--- src/rtl/puf_challenge_sequencer.sv ---
// Challenge/response sequencer for the memristive PUF core. Per request it resets the PUF,
// applies the latched challenge for a settle window, captures the response N_REPEAT times,
// then reports the first response, its stability and its distance to an expected value.
module puf_challenge_sequencer #(
    parameter int unsigned N_CHAL        = 8,
    parameter int unsigned N_RESP        = 8,
    parameter int unsigned SETTLE_CYCLES = 20,
    parameter int unsigned GAP_CYCLES    = 4,
    parameter int unsigned N_REPEAT      = 2,
    parameter int unsigned MAX_HD        = 0,
    localparam int unsigned HD_W         = $clog2(N_RESP + 1)
) (
    input  logic              clk,
    input  logic              rst,
    input  logic              start,
    input  logic              abort,
    input  logic [N_CHAL-1:0] chal_in,
    input  logic [N_RESP-1:0] exp_resp,
    input  logic              exp_valid,
    output logic [N_CHAL-1:0] puf_C,
    output logic              puf_vin_valid,
    output logic              puf_rst_n,
    input  logic [N_RESP-1:0] puf_R,
    output logic              busy,
    output logic              done,
    output logic [N_RESP-1:0] resp_out,
    output logic              stable,
    output logic              match,
    output logic [HD_W-1:0]   hd_out
);

    localparam int unsigned CNT_MAX = (SETTLE_CYCLES > GAP_CYCLES) ? SETTLE_CYCLES : GAP_CYCLES;
    localparam int unsigned CNT_W   = $clog2(CNT_MAX + 1);
    localparam int unsigned REP_W   = $clog2(N_REPEAT + 1);

    typedef enum logic [2:0] {StIdle, StPrst, StSettle, StCompare, StDone} state_e;

    state_e            state_q, state_d;
    logic [CNT_W-1:0]  cyc_q;
    logic [REP_W-1:0]  rep_q;
    logic [N_CHAL-1:0] chal_q;
    logic [N_RESP-1:0] exp_q;
    logic              exp_valid_q;
    logic              differ_q;
    logic [N_RESP-1:0] resp_q;
    logic              vin_q, rst_n_q, busy_q, done_q, stable_q, match_q;
    logic [HD_W-1:0]   hd_q;

    logic              last_gap, last_settle, last_rep;
    logic              accept, cancel, capture;
    logic [HD_W-1:0]   hd_calc;

    function automatic logic [HD_W-1:0] popcount(input logic [N_RESP-1:0] v);
        logic [HD_W-1:0] c;
        c = '0;
        for (int i = 0; i < int'(N_RESP); i++) begin
            c = c + HD_W'(v[i]);
        end
        return c;
    endfunction

    // Decode counter terminal counts and request-level events.
    always_comb begin
        last_gap    = (cyc_q == CNT_W'(GAP_CYCLES - 1));
        last_settle = (cyc_q == CNT_W'(SETTLE_CYCLES - 1));
        last_rep    = (rep_q == REP_W'(N_REPEAT - 1));
        accept      = (state_q == StIdle) && start && !abort;
        cancel      = (state_q != StIdle) && abort;
        capture     = (state_q == StSettle) && last_settle && !abort;
        hd_calc     = popcount(resp_q ^ exp_q);
    end

    // Next-state logic; abort returns to idle from any active state.
    always_comb begin
        state_d = state_q;
        unique case (state_q)
            StIdle:    if (accept) state_d = StPrst;
            StPrst: begin
                if (abort)         state_d = StIdle;
                else if (last_gap) state_d = StSettle;
            end
            StSettle: begin
                if (abort)            state_d = StIdle;
                else if (last_settle) state_d = last_rep ? StCompare : StPrst;
            end
            StCompare: state_d = abort ? StIdle : StDone;
            StDone:    state_d = StIdle;
            default:   state_d = StIdle;
        endcase
    end

    // State register.
    always_ff @(posedge clk or posedge rst) begin
        if (rst) state_q <= StIdle;
        else     state_q <= state_d;
    end

    // Phase cycle counter restarts on every state change; repeat counter counts captures.
    always_ff @(posedge clk or posedge rst) begin
        if (rst) begin
            cyc_q <= '0;
            rep_q <= '0;
        end else begin
            if (state_d != state_q || !(state_q == StPrst || state_q == StSettle)) begin
                cyc_q <= '0;
            end else begin
                cyc_q <= cyc_q + CNT_W'(1);
            end
            if (state_q == StIdle || cancel) begin
                rep_q <= '0;
            end else if (capture) begin
                rep_q <= rep_q + REP_W'(1);
            end
        end
    end

    // Registered outputs and datapath; PUF controls follow the state being entered.
    always_ff @(posedge clk or posedge rst) begin
        if (rst) begin
            chal_q      <= '0;
            exp_q       <= '0;
            exp_valid_q <= 1'b0;
            differ_q    <= 1'b0;
            resp_q      <= '0;
            vin_q       <= 1'b0;
            rst_n_q     <= 1'b0;
            busy_q      <= 1'b0;
            done_q      <= 1'b0;
            stable_q    <= 1'b0;
            match_q     <= 1'b0;
            hd_q        <= '0;
        end else begin
            rst_n_q <= (state_d != StPrst);
            vin_q   <= (state_d == StSettle);
            busy_q  <= (state_d != StIdle);
            done_q  <= (state_d == StDone);
            if (accept) begin
                chal_q      <= chal_in;
                exp_q       <= exp_resp;
                exp_valid_q <= exp_valid;
                differ_q    <= 1'b0;
                stable_q    <= 1'b0;
                match_q     <= 1'b0;
                hd_q        <= '0;
            end
            if (cancel) begin
                differ_q <= 1'b0;
                resp_q   <= '0;
                stable_q <= 1'b0;
                match_q  <= 1'b0;
                hd_q     <= '0;
            end
            if (capture) begin
                if (rep_q == '0)          resp_q   <= puf_R;
                else if (puf_R != resp_q) differ_q <= 1'b1;
            end
            if (state_q == StCompare && !abort) begin
                hd_q     <= hd_calc;
                match_q  <= exp_valid_q && (32'(hd_calc) <= MAX_HD);
                stable_q <= !differ_q;
            end
        end
    end

    assign puf_C         = chal_q;
    assign puf_vin_valid = vin_q;
    assign puf_rst_n     = rst_n_q;
    assign busy          = busy_q;
    assign done          = done_q;
    assign resp_out      = resp_q;
    assign stable        = stable_q;
    assign match         = match_q;
    assign hd_out        = hd_q;

endmodule

--- config.mk ---
export PLATFORM = sky130hd
export DESIGN_NAME = puf_challenge_sequencer
export DESIGN_NICKNAME = d
export VERILOG_FILES = /design/src/rtl/puf_challenge_sequencer.sv
export SDC_FILE = /design/constraint.sdc
export NUM_CORES = 1
export LEC_CHECK = 0
export CORE_ASPECT_RATIO = 0.7
export CORE_MARGIN = 10
export CORE_UTILIZATION = 50
export CTS_CLUSTER_DIAMETER = 150
export CTS_CLUSTER_SIZE = 8
export DETAILED_ROUTE_END_ITERATION = 7
export GPL_TIMING_DRIVEN = 0
export PLACE_DENSITY = 0.8
export SYNTH_ARGS = -nofsm -noshare
export SYNTH_HDL_FRONTEND = slang
export SYNTH_SLANG_ARGS = --single-unit
--- constraint.sdc ---
create_clock -name clk -period 4.74 [get_ports clk]
set_clock_uncertainty 0.05 [all_clocks]
set_input_delay 0.948 -clock clk [delete_from_list [all_inputs] [get_ports clk]]
set_output_delay 0.948 -clock clk [all_outputs]
set_load 0.02 [all_outputs]
=== After elaboration in Yosys (flattened, before gate mapping) ===
Index checks and enable logic that the tools add are counted.

* Register bits after elaboration: 46
* Output and inout port bits: 26

* Equal/unequal tests: 11
* Reduce and logical (&&, ||, !) cells: 19
* Mux-type cells: 26
* Order comparisons: 1
* Add/sub/neg operators: 9
* Bitwise gates (word level): 1

{| class="wikitable"
|+ Operator list
! operator !! count
|-
| $mux W8 || 3
|-
| $mux W3 || 6
|-
| $add A4 B1 Y4 || 4
|-
| $mux W4 || 3
|-
| $pmux W3 S4 || 1
|-
| $eq A3 B2 Y1 const B || 3
|-
| $mux W1 || 9
|-
| $reduce_bool A3 Y1 || 3
|-
| $ne A8 B8 Y1 || 1
|-
| $xor A8 B8 Y8 || 1
|-
| $logic_and A1 B1 Y1 || 7
|-
| $mux W2 || 3
|-
| $add A5 B1 Y5 const B || 1
|-
| $eq A5 B2 Y1 const B || 1
|-
| $eq A5 B5 Y1 const B || 1
|-
| $mux W5 || 1
|-
| $add A3 B1 Y4 || 1
|-
| $le A4 B1 Y1 const B || 1
|-
| $add A2 B1 Y3 || 1
|-
| $eq A3 B1 Y1 const B || 1
|-
| $eq A3 B3 Y1 const B || 1
|-
| $logic_not A1 Y1 || 3
|-
| $logic_not A3 Y1 || 1
|-
| $logic_or A1 B1 Y1 || 3
|-
| 7 further kinds || 7
|}

=== Longest topological paths before layout ===
Gate-level depths: netlist of the first run.

* Word-level depth: 11
* Gate-level depth with buffers: 12
* Mapped depth without buffers: 12

=== Worst setup path after synthesis of the first run ===
Ideal clock, no wire load.

* Path kind: register -> register
* Start: register resp_q[0] (netlist: resp_out[0])
* End: register match_q (netlist: match)
* Data required time: 4,569 ps
* Library setup time: 121 ps
* Path buffers: 0
* Path slack: 1,272 ps
* Data arrival time: 3,297 ps
* Stages on the path, launching flop included: 13
* Cells stage by stage: dfrtp_1 -> xor2_1 -> fa_1 -> fa_1 -> inv_1 -> fa_1 -> inv_1 -> ha_1 -> inv_1 -> fa_1 -> nand2_1 -> nor4_1 -> a22o_1

* Cells in the longest elaborated chain, start to end: 11

{| class="wikitable"
|+ Ends and longest elaborated chain
! what !! line !! text
|-
| start, declared || 45 || <nowiki>logic [N_RESP-1:0] resp_q;</nowiki>
|-
| start signal, assigned || 154 || <nowiki>if (rep_q == '0) resp_q <= puf_R;</nowiki>
|-
| $xor A8 B8 Y8 || 70 || <nowiki>hd_calc = popcount(resp_q ^ exp_q);</nowiki>
|-
| $add A1 B1 Y2 || 57 || <nowiki>c = c + HD_W'(v[i]);</nowiki>
|-
| $add A2 B1 Y3 || 57 ||
|-
| $add A3 B1 Y4 || 57 ||
|-
| $add A4 B1 Y4 (4 in series) || 57 ||
|-
| $le A4 B1 Y1 || 159 || <nowiki>match_q <= exp_valid_q && (32'(hd_calc) <= MAX_HD);</nowiki>
|-
| $logic_and A1 B1 Y1 || 159 ||
|-
| $mux W1 || 157 || <nowiki>if (state_q == StCompare && !abort) begin</nowiki>
|-
| end signal, assigned || 159 ||
|-
| end, declared || 46 || <nowiki>logic vin_q, rst_n_q, busy_q, done_q, stable_q, match_q;</nowiki>
|}

No other way between the ends.
A chain may end at the register's enable or synchronous reset.

=== Worst setup path after layout of the first run ===
* Start: register resp_q[3] (netlist: resp_out[3])
* End: register match_q (netlist: match)

* Cells in the longest elaborated chain, start to end: 9

{| class="wikitable"
|+ Ends and longest elaborated chain
! what !! line
|-
| $xor A8 B8 Y8 || 70
|-
| $add A3 B1 Y4 || 57
|-
| $add A4 B1 Y4 (4 in series) || 57
|-
| $le A4 B1 Y1 || 159
|-
| $logic_and A1 B1 Y1 || 159
|-
| $mux W1 || 157
|}

No other way between the ends.

==> results of run 1 <==
## cells in the final DEF, fill, tap and decap left out, drive strengths merged, types with 2 or more instances in the layout
cell type,count
fa,4
nor4b,2
or2,2
nand2,24
buf,8
or3b,2
clkbuf,7
nor2,10
nor3,5
mux2,17
xor2,7
o31ai,3
nand2b,3
a21o,2
o21ai,12
clkdlybuf4s50,53
dfrtp,46
a22o,3
nand4,2
ha,6
nand3,6
inv,13
o2bb2ai,3
xnor2,13
a21oi,2
## layout make-up
| type | instances | area, um2 | share of cell area [%] |
|---|---|---|---|
| plain buffers | 8 | 50.0 | 1.63 |
| repair buffers | 54 | 551 | 17.9 |
| multi-input cells | 143 | 1110 | 36.1 |
| inverters | 13 | 48.8 | 1.59 |
| well taps | 55 | 68.8 | 2.24 |
| clock inverters | 2 | 12.5 | 0.407 |
| clock buffers | 6 | 82.6 | 2.69 |
| flip-flops and latches | 46 | 1150 | 37.4 |
## synth_stat cells, types with 2 or more instances
cell type	n	share of area, %
buf_4	2	0.64
xor2_1	7	2.6
nand3_1	6	1.3
a21o_1	2	0.64
inv_1	13	2.1
dfrtp_1	46	49
nor2_1	10	1.6
xnor2_1	13	4.8
nor3_1	4	0.85
o2bb2ai_1	3	1.1
or3b_2	2	0.74
or2_1	2	0.53
nand2_1	24	3.8
buf_2	4	0.85
mux2_2	17	8.1
nand4_1	2	0.53
o21ai_0	12	2.5
ha_1	6	3.2
o31ai_1	2	0.64
fa_1	4	3.4
nand2b_1	3	0.79
a22o_1	3	1.1
a21oi_1	2	0.42
## per-stage QoR
stage | setup WS [ns] | util (%)
detailed placement | 1.12 | 66.9
floorplan | 1.27 | -
global placement | 1.22 | 66.5
global route | 0.914 | 69.0
CTS | 1.10 | 69.0
finish | 1.12 | 69.0
## registers in the layout, summed over array words and instances, names as in the netlist, 2 cells and up
signal,cells
exp_q,8
puf_C,8
resp_out,8
cyc_q,5
hd_out,4
state_q,3
rep_q,2
## power groups by stage
stage	clock network, W	logic (W)	registers [W]
2_1_floorplan	0	0.000187	0.000463
3_3_place_gp	0	0.000295	0.000447
3_5_place_dp	0	0.000310	0.000449
4_1_cts	0.000256	0.000313	0.000441
5_1_grt	0.000275	0.000355	0.000444
6_report	0.000254	0.000308	0.000441
## final timing paths
| kind | from | to | slack, ns |
|---|---|---|---|
| setup / recovery | resp_out[3]$_DFF_PP0_ | match$_DFFE_PP0P_ | 1.12 |
| hold / removal | differ_q$_DFF_PP0_ | stable$_DFFE_PP0P_ | 0.43 |
| setup reg to reg | resp_out[3]$_DFF_PP0_ | match$_DFFE_PP0P_ | 1.12 |
| max in group asynchronous | rst | resp_out[4]$_DFF_PP0_ | 3.24 |
| hold reg to reg | differ_q$_DFF_PP0_ | stable$_DFFE_PP0P_ | 0.43 |
| min in group asynchronous | rst | state_q[0]$_DFF_PP0_ | 0.91 |
## layer usage
layer,track usage (%),up-vias
met3,6.64,9
met1,18.9,847
li1,-,843
met5,0,-
met4,3.37,0
met2,19.3,70
## cells by family after synthesis
logic type	count (synthesis)	synth area share (%)
compound gates	32	10.1
xor+xnor	20	7.42
fa+ha+maj	10	6.57
buf+inv	21	4.19
flops	46	48.8
mux	18	8.53
simple gates	63	14.5
==> load_flow_metrics.sql, run 1 <==
INSERT INTO impl_metrics (metric_group, metric, value, unit) VALUES
('sta', 'whs', '0.430', 'ns'),
('power_and_ir_drop', 'power', '0.00100', 'W'),
('worst_setup_path', 'crit_top_cell', 'fa_1', ''),
('power_and_ir_drop', 'internal_power', '0.000692', 'W'),
('logic_synthesis', 'seq_area_frac_synth', '48.8', '%'),
('logic_synthesis', 'synth_area', '0.00236', 'mm2'),
('layout', 'fill_cells', '357', ''),
('die', 'die-width', '102', 'um'),
('detailed_routing', 'num_vias', '1769', ''),
('sta', 'period_minus_slack', '3.62', 'ns'),
('layout', 'n_antenna_cell', '0', ''),
('global_route', 'antenna_found_initial', '0', ''),
('die', 'fp.dieArea', '0.00791', 'mm2'),
('die', 'die_h', '77.5', 'um'),
('logic_synthesis', 'synth_enable_flop_cells', '0', ''),
('layout', 'final_area', '0.00308', 'mm2'),
('worst_setup_path', 'crit_slowest_cell', 'fa_1', ''),
('worst_setup_path', 'timing.setup.critical_path_class', 'reg2reg', ''),
('clock_network', 'hold_buf_cts', '0', ''),
('detailed_routing', 'met1_length', '2540', 'um'),
('detailed_routing', 'top_layer', 'met4', ''),
('sta', 'finalHoldViolations', '0', ''),
('power_and_ir_drop', 'p_comb_share', '30.7', '%'),
('worst_setup_path', 'crit_required', '4.88', 'ns'),
('detailed_routing', 'routedWlPerCell', '16.7', 'um'),
('die', 'placeable_core_area', '0.00445', 'mm2'),
('detailed_routing', 'wl_met3', '603', 'um'),
('layout', 'area_growth_syn_to_layout', '30.3', '%'),
('power_and_ir_drop', 'power_density', '326', 'mW/mm2'),
('clock_network', 'clkSlewWorstSetupHoldPaths', '0.09', 'ns'),
('min_path', 'min_path_type', 'reg2reg', ''),
('clock_network', 'cts-htree-levels', '2', ''),
('place', 'place_area', '0.00298', 'mm2'),
('detailed_routing', 'drt_pre_antenna_iters', '4', ''),
('sta', 'final_max_slew_viol_count', '0', ''),
('power_and_ir_drop', 'irDropWorstVdd', '0.207', 'mV'),
('worst_setup_path', 'worstRegToRegCells', '12', ''),
('worst_setup_path', 'timing.critical_path.to_type', 'flop', ''),
('logic_synthesis', 'mappedNetlistNets', '249', ''),
('clock_network', 'cts_setup_buffers', '0', ''),
('global_route', 'grt_first_pass_wirelength', '8850', 'um'),
('worst_setup_path', 'crit_chain', 'xor2_1, fa_1, fa_1, inv_1, fa_1, inv_1, ha_1, inv_1, fa_1, xnor2_1, nor4_1, a22o_1', ''),
('place', 'gpl.final_weighted_congestion', '0.868', ''),
('sta', 'worst_slew_pin_slew', '1.19', 'ns'),
('clock_network', 'library_cell_used_as_clock_root_buffer', 'clkbuf_8', ''),
('clock_network', 'clock_tree_from_tritoncts', 'yes', ''),
('logic_synthesis', 'yosysWarningCount', '0', ''),
('outcome', 'run_status', 'finished clean', ''),
('clock_network', 'clockBufferDepth', '2', ''),
('detailed_routing', 'route.detailed.vias_per_inst', '5.41', ''),
('place', 'dp_cells', '319', ''),
('logic_synthesis', 'postSynthRegisterBits', '46', ''),
('place', 'port_buffers', '53', ''),
('detailed_routing', 'detailedRoute.firstIterationViolations', '142', ''),
('global_route', 'grt_overflow_total', '0', ''),
('sta', 'max_slew_margin', '19.7', '%'),
('layout', 'layout-drive-gt1-share', '15.8', '%'),
('sta', 'fmax', '0.276', 'GHz'),
('worst_setup_path', 'timing.critical_path.buf_inv', '3', ''),
('logic_synthesis', 'post_synth_inst_count', '210', ''),
('sta', 'min_period_over_period', '76.4', '%'),
('sta', 'report.final.setup_viol', '0', ''),
('clock_network', 'clock_latency_at_the_later_pin_of_the_worst_skew_pair', '0.30', 'ns'),
('detailed_routing', 'drc', '0', ''),
('power_and_ir_drop', 'power_frac_seq', '44.0', '%'),
('place', 'dpl.hpwl', '4280', 'um'),
('die', 'start_util', '53.0', '%'),
('detailed_routing', 'drt-total-wl', '5450', 'um'),
('run', 'drv.max_cap_violation_count', '0', ''),
('global_route', 'global_route.usage.total', '13.9', '%'),
('global_route', 'grt_max_degree', '29', '');
Power figures use the tool's default switching activity.
==> run 2: changes to the inputs <==
==> constraint.sdc (replaced) <==
create_clock -name clk -period 3.34 [get_ports clk]
set_clock_uncertainty 0.05 [all_clocks]
set_input_delay 0.668 -clock clk [delete_from_list [all_inputs] [get_ports clk]]
set_output_delay 0.668 -clock clk [all_outputs]
set_load 0.02 [all_outputs]
==> run 2 against run 1 <==
  * The flow now finishes with violations (negative setup slack)
  * Cell area increased by 3.1%
  * Final cell count is 1.8% higher
  * Combinational power up 60%
  * First-iteration DRC count is 39% lower
  * Hold slack lost 0.031 ns
  * Core utilization increased by 2.1 points
  * Die area did not move
  * Highest routed layer unchanged
  * Power is 51% higher
  * Sequential cell count is the same
==> load_flow_metrics.sql, run 2 (synthesis results as in run 1) <==
INSERT INTO impl_metrics (metric_group, metric, value, unit) VALUES
('layout', 'layout.core_utilization', '71.2', '%'),
('sta', 'period_minus_slack', '3.42', 'ns'),
('power_and_ir_drop', 'power_frac_seq', '41.6', '%'),
('min_path', 'min_path_type', 'reg2reg', ''),
('sta', 'final_max_slew_viol_count', '0', ''),
('die', 'placeable_core_area', '0.00445', 'mm2'),
('layout', 'most_common_cell_after_layout_fill_and_taps_aside', 'clkdlybuf4s50_1', ''),
('detailed_routing', 'num_vias', '1783', ''),
('sta', 'report.final.setup_viol', '1', ''),
('clock_network', 'clockBufferDepth', '2', ''),
('run', 'drv.max_cap_violation_count', '0', ''),
('detailed_routing', 'route.antenna.remaining_nets', '0', ''),
('global_route', 'grt_overflow_total', '0', ''),
('die', 'row_count', '20', ''),
('detailed_routing', 'routedWlPerCell', '16.3', 'um'),
('sta', 'fmax', '0.292', 'GHz'),
('clock_network', 'tritoncts.num_buffers', '5', ''),
('sta', 'setup_repair_after_global_routing_missed_its_margin', 'true', ''),
('outcome', 'failing_checks', 'negative setup slack', ''),
('die', 'die-width', '102', 'um'),
('layout', 'layout-drive-gt1-share', '20.9', '%'),
('global_route', 'via_count_of_the_first_global_routing_pass', '1723', ''),
('detailed_routing', 'detailedRoute.firstIterationViolations', '87', ''),
('layout', 'layout.cells.non_filler', '333', ''),
('clock_network', 'clock_latency_at_the_later_pin_of_the_worst_skew_pair', '0.29', 'ns'),
('layout', 'fill_cells', '341', ''),
('place', 'dp_cells', '319', ''),
('worst_setup_path', 'crit_top_cell', 'fa_1', ''),
('global_route', 'grt_max_degree', '34', ''),
('power_and_ir_drop', 'leakage', '1.37', 'nW'),
('worst_setup_path', 'startpoint_type', 'flop', ''),
('worst_setup_path', 'regToRegSetupSlack', '-0.08', 'ns'),
('layout', 'n_antenna_cell', '0', ''),
('power_and_ir_drop', 'power.clock.fraction', '25.7', '%'),
('global_route', 'global_route.usage.total', '13.8', '%'),
('sta', 'finalHoldViolations', '0', ''),
('worst_setup_path', 'crit_slowest_cell', 'fa_1', ''),
('power_and_ir_drop', 'internal_power', '0.00107', 'W'),
('clock_network', 'hold_buf_cts', '0', ''),
('detailed_routing', 'drc', '0', ''),
('clock_network', 'library_cell_used_as_clock_root_buffer', 'clkbuf_8', ''),
('worst_setup_path', 'crit_required', '3.53', 'ns'),
('clock_network', 'cts_sink_count', '46', ''),
('detailed_routing', 'route.detailed.vias_per_inst', '5.35', ''),
('place', 'dpl.hpwl', '4220', 'um'),
('worst_setup_path', 'timing.setup.critical_path_class', 'reg2reg', ''),
('sta', 'worst_slew_pin_slew', '1.11', 'ns'),
('power_and_ir_drop', 'switching_share', '29.2', '%'),
('sta', 'worst_slack', '-0.0793', 'ns'),
('worst_setup_path', 'worst_ep_arrival', '3.61', 'ns'),
('worst_setup_path', 'worst_r2r_startpoint', 'resp_out[1]$_DFF_PP0_', ''),
('clock_network', 'clkSlewWorstSetupHoldPaths', '0.08', 'ns'),
('worst_setup_path', 'timing.rr.end', 'match$_DFFE_PP0P_', ''),
('power_and_ir_drop', 'p_sw', '0.000442', 'W'),
('power_and_ir_drop', 'irDropWorstVdd', '0.298', 'mV'),
('sta', 'whs', '0.399', 'ns'),
('global_route', 'grt_first_pass_wirelength', '8830', 'um'),
('power_and_ir_drop', 'power_density', '477', 'mW/mm2'),
('die', 'die_h', '77.5', 'um'),
('detailed_routing', 'drt_pre_antenna_iters', '4', ''),
('detailed_routing', 'drt-total-wl', '5440', 'um'),
('die', 'num_io_pins', '55', ''),
('worst_setup_path', 'crit_chain', 'xor2_2, fa_1, fa_1, inv_1, fa_1, inv_1, ha_2, inv_2, fa_1, nand2_1, nor4_2, a22o_1', ''),
('layout', 'design.final.nets', '316', ''),
('worst_setup_path', 'worstRegToRegCells', '12', ''),
('layout', 'mostFrequentLayoutCells', 'clkdlybuf4s50_1, dfrtp_1, nand2_1', ''),
('die', 'fp.dieArea', '0.00791', 'mm2'),
('sta', 'max_slew_margin', '25.4', '%'),
('worst_setup_path', 'timing.critical_path.to', 'match$_DFFE_PP0P_', ''),
('worst_setup_path', 'critPathMaxStageDelay', '0.50', 'ns'),
('place', 'gpl.final_weighted_congestion', '0.839', ''),
('worst_setup_path', 'highest_fanout_seen_on_the_critical_path', '3', ''),
('worst_setup_path', 'crit_start', 'resp_out[1]$_DFF_PP0_', ''),
('place', 'port_buffers', '53', ''),
('sta', 'min_period_over_period', '102', '%'),
('die', 'start_util', '53.0', '%'),
('power_and_ir_drop', 'p_comb_share', '32.7', '%'),
('layout', 'area_growth_syn_to_layout', '34.3', '%'),
('outcome', 'run_status', 'complete, but fails checks', ''),
('global_route', 'antenna_found_initial', '0', ''),
('worst_setup_path', 'timing.critical_path.to_type', 'flop', ''),
('clock_network', 'cts-htree-levels', '2', ''),
('clock_network', 'clock_tree_from_tritoncts', 'yes', '');
[run 2: cell types whose count changed in the layout (fill, tap and decap cells not counted), sizes merged]
| cell | before | now |
|---|---|---|
| buf | 8 | 14 |
| clkinv | 1 | 0 |
| clkinvlp | 1 | 0 |
| clkbuf | 7 | 9 |
[run 2: worst min-delay path by stage]
stage / startpoint / end / cells past startpoint / slack [ns]
after floorplan: differ_q$_DFF_PP0_ / stable$_DFFE_PP0P_ / 1 / 0.37
after global placement: differ_q$_DFF_PP0_ / stable$_DFFE_PP0P_ / 1 / 0.38
after detailed placement: differ_q$_DFF_PP0_ / stable$_DFFE_PP0P_ / 1 / 0.38
after CTS: differ_q$_DFF_PP0_ / stable$_DFFE_PP0P_ / 1 / 0.40
after global routing: differ_q$_DFF_PP0_ / stable$_DFFE_PP0P_ / 1 / 0.44
final: differ_q$_DFF_PP0_ / stable$_DFFE_PP0P_ / 1 / 0.40
[run 2: cell type report]
| cell class | count | area [um2] | area share (%) |
|---|---|---|---|
| Multi-Input combinational cell | 143 | 1140 | 36.0 |
| Inverter | 13 | 48.8 | 1.54 |
| Clock buffer | 8 | 110 | 3.47 |
| Timing Repair Buffer | 60 | 596 | 18.8 |
| Tap cell | 55 | 68.8 | 2.17 |
| Buffer | 8 | 50.0 | 1.58 |
| Sequential cell | 46 | 1150 | 36.4 |
[run 2: critical path: cells and delay by family (launching register included)]
kind | cells | cell delay (ns)
AOI/OAI and AO/OA | 1 | 0.16
xor gates and xnor gates | 1 | 0.19
adders and majority gates | 5 | 2.09
buffers and inverters | 3 | 0.16
DFF | 1 | 0.44
and+or+nand+nor | 2 | 0.28
[run 2: metal layers]
| metal | up-vias | global-route usage (%) | wire (um) |
|---|---|---|---|
| li1 | 855 | - | - |
| met1 | 867 | 19.1 | 2530 |
| met2 | 57 | 19.3 | 2360 |
| met3 | 4 | 6.02 | 514 |
| met4 | 0 | 3.09 | 27 |
| met5 | - | 0 | 0 |
[run 2: metrics by stage]
| step | area [um2] | setup WS [ns] | TNS, ns | power [W] |
|---|---|---|---|---|
| floorplan | 2370 | -0.0482 | -0.0482 | 0.000926 |
| finish | 3170 | -0.0793 | -0.0793 | 0.00151 |
| global route | 3170 | -0.208 | -0.260 | 0.00160 |
| detailed placement | 2990 | -0.164 | -0.164 | 0.00108 |
| CTS | 3130 | -0.150 | -0.150 | 0.00151 |
| global placement | 2970 | -0.0796 | -0.0796 | 0.00105 |
[run 2: timing repair]
item / 4_1_cts / 5_1_grt
pin swaps: 5 / 4
buffers inserted: 3 / 3
setup endpoints to repair: 2 / 3
resized for setup: 0 / 3
[run 2: power groups by stage]
| stage | Sequential [W] | Combinational (W) | Clock [W] |
|---|---|---|---|
| 2_1_floorplan | 0.000659 | 0.000268 | 0 |
| 3_5_place_dp | 0.000638 | 0.000437 | 0 |
| 4_1_cts | 0.000627 | 0.000486 | 0.000398 |
| 5_1_grt | 0.000634 | 0.000551 | 0.000420 |
| 3_3_place_gp | 0.000635 | 0.000419 | 0 |
| 6_report | 0.000628 | 0.000494 | 0.000389 |
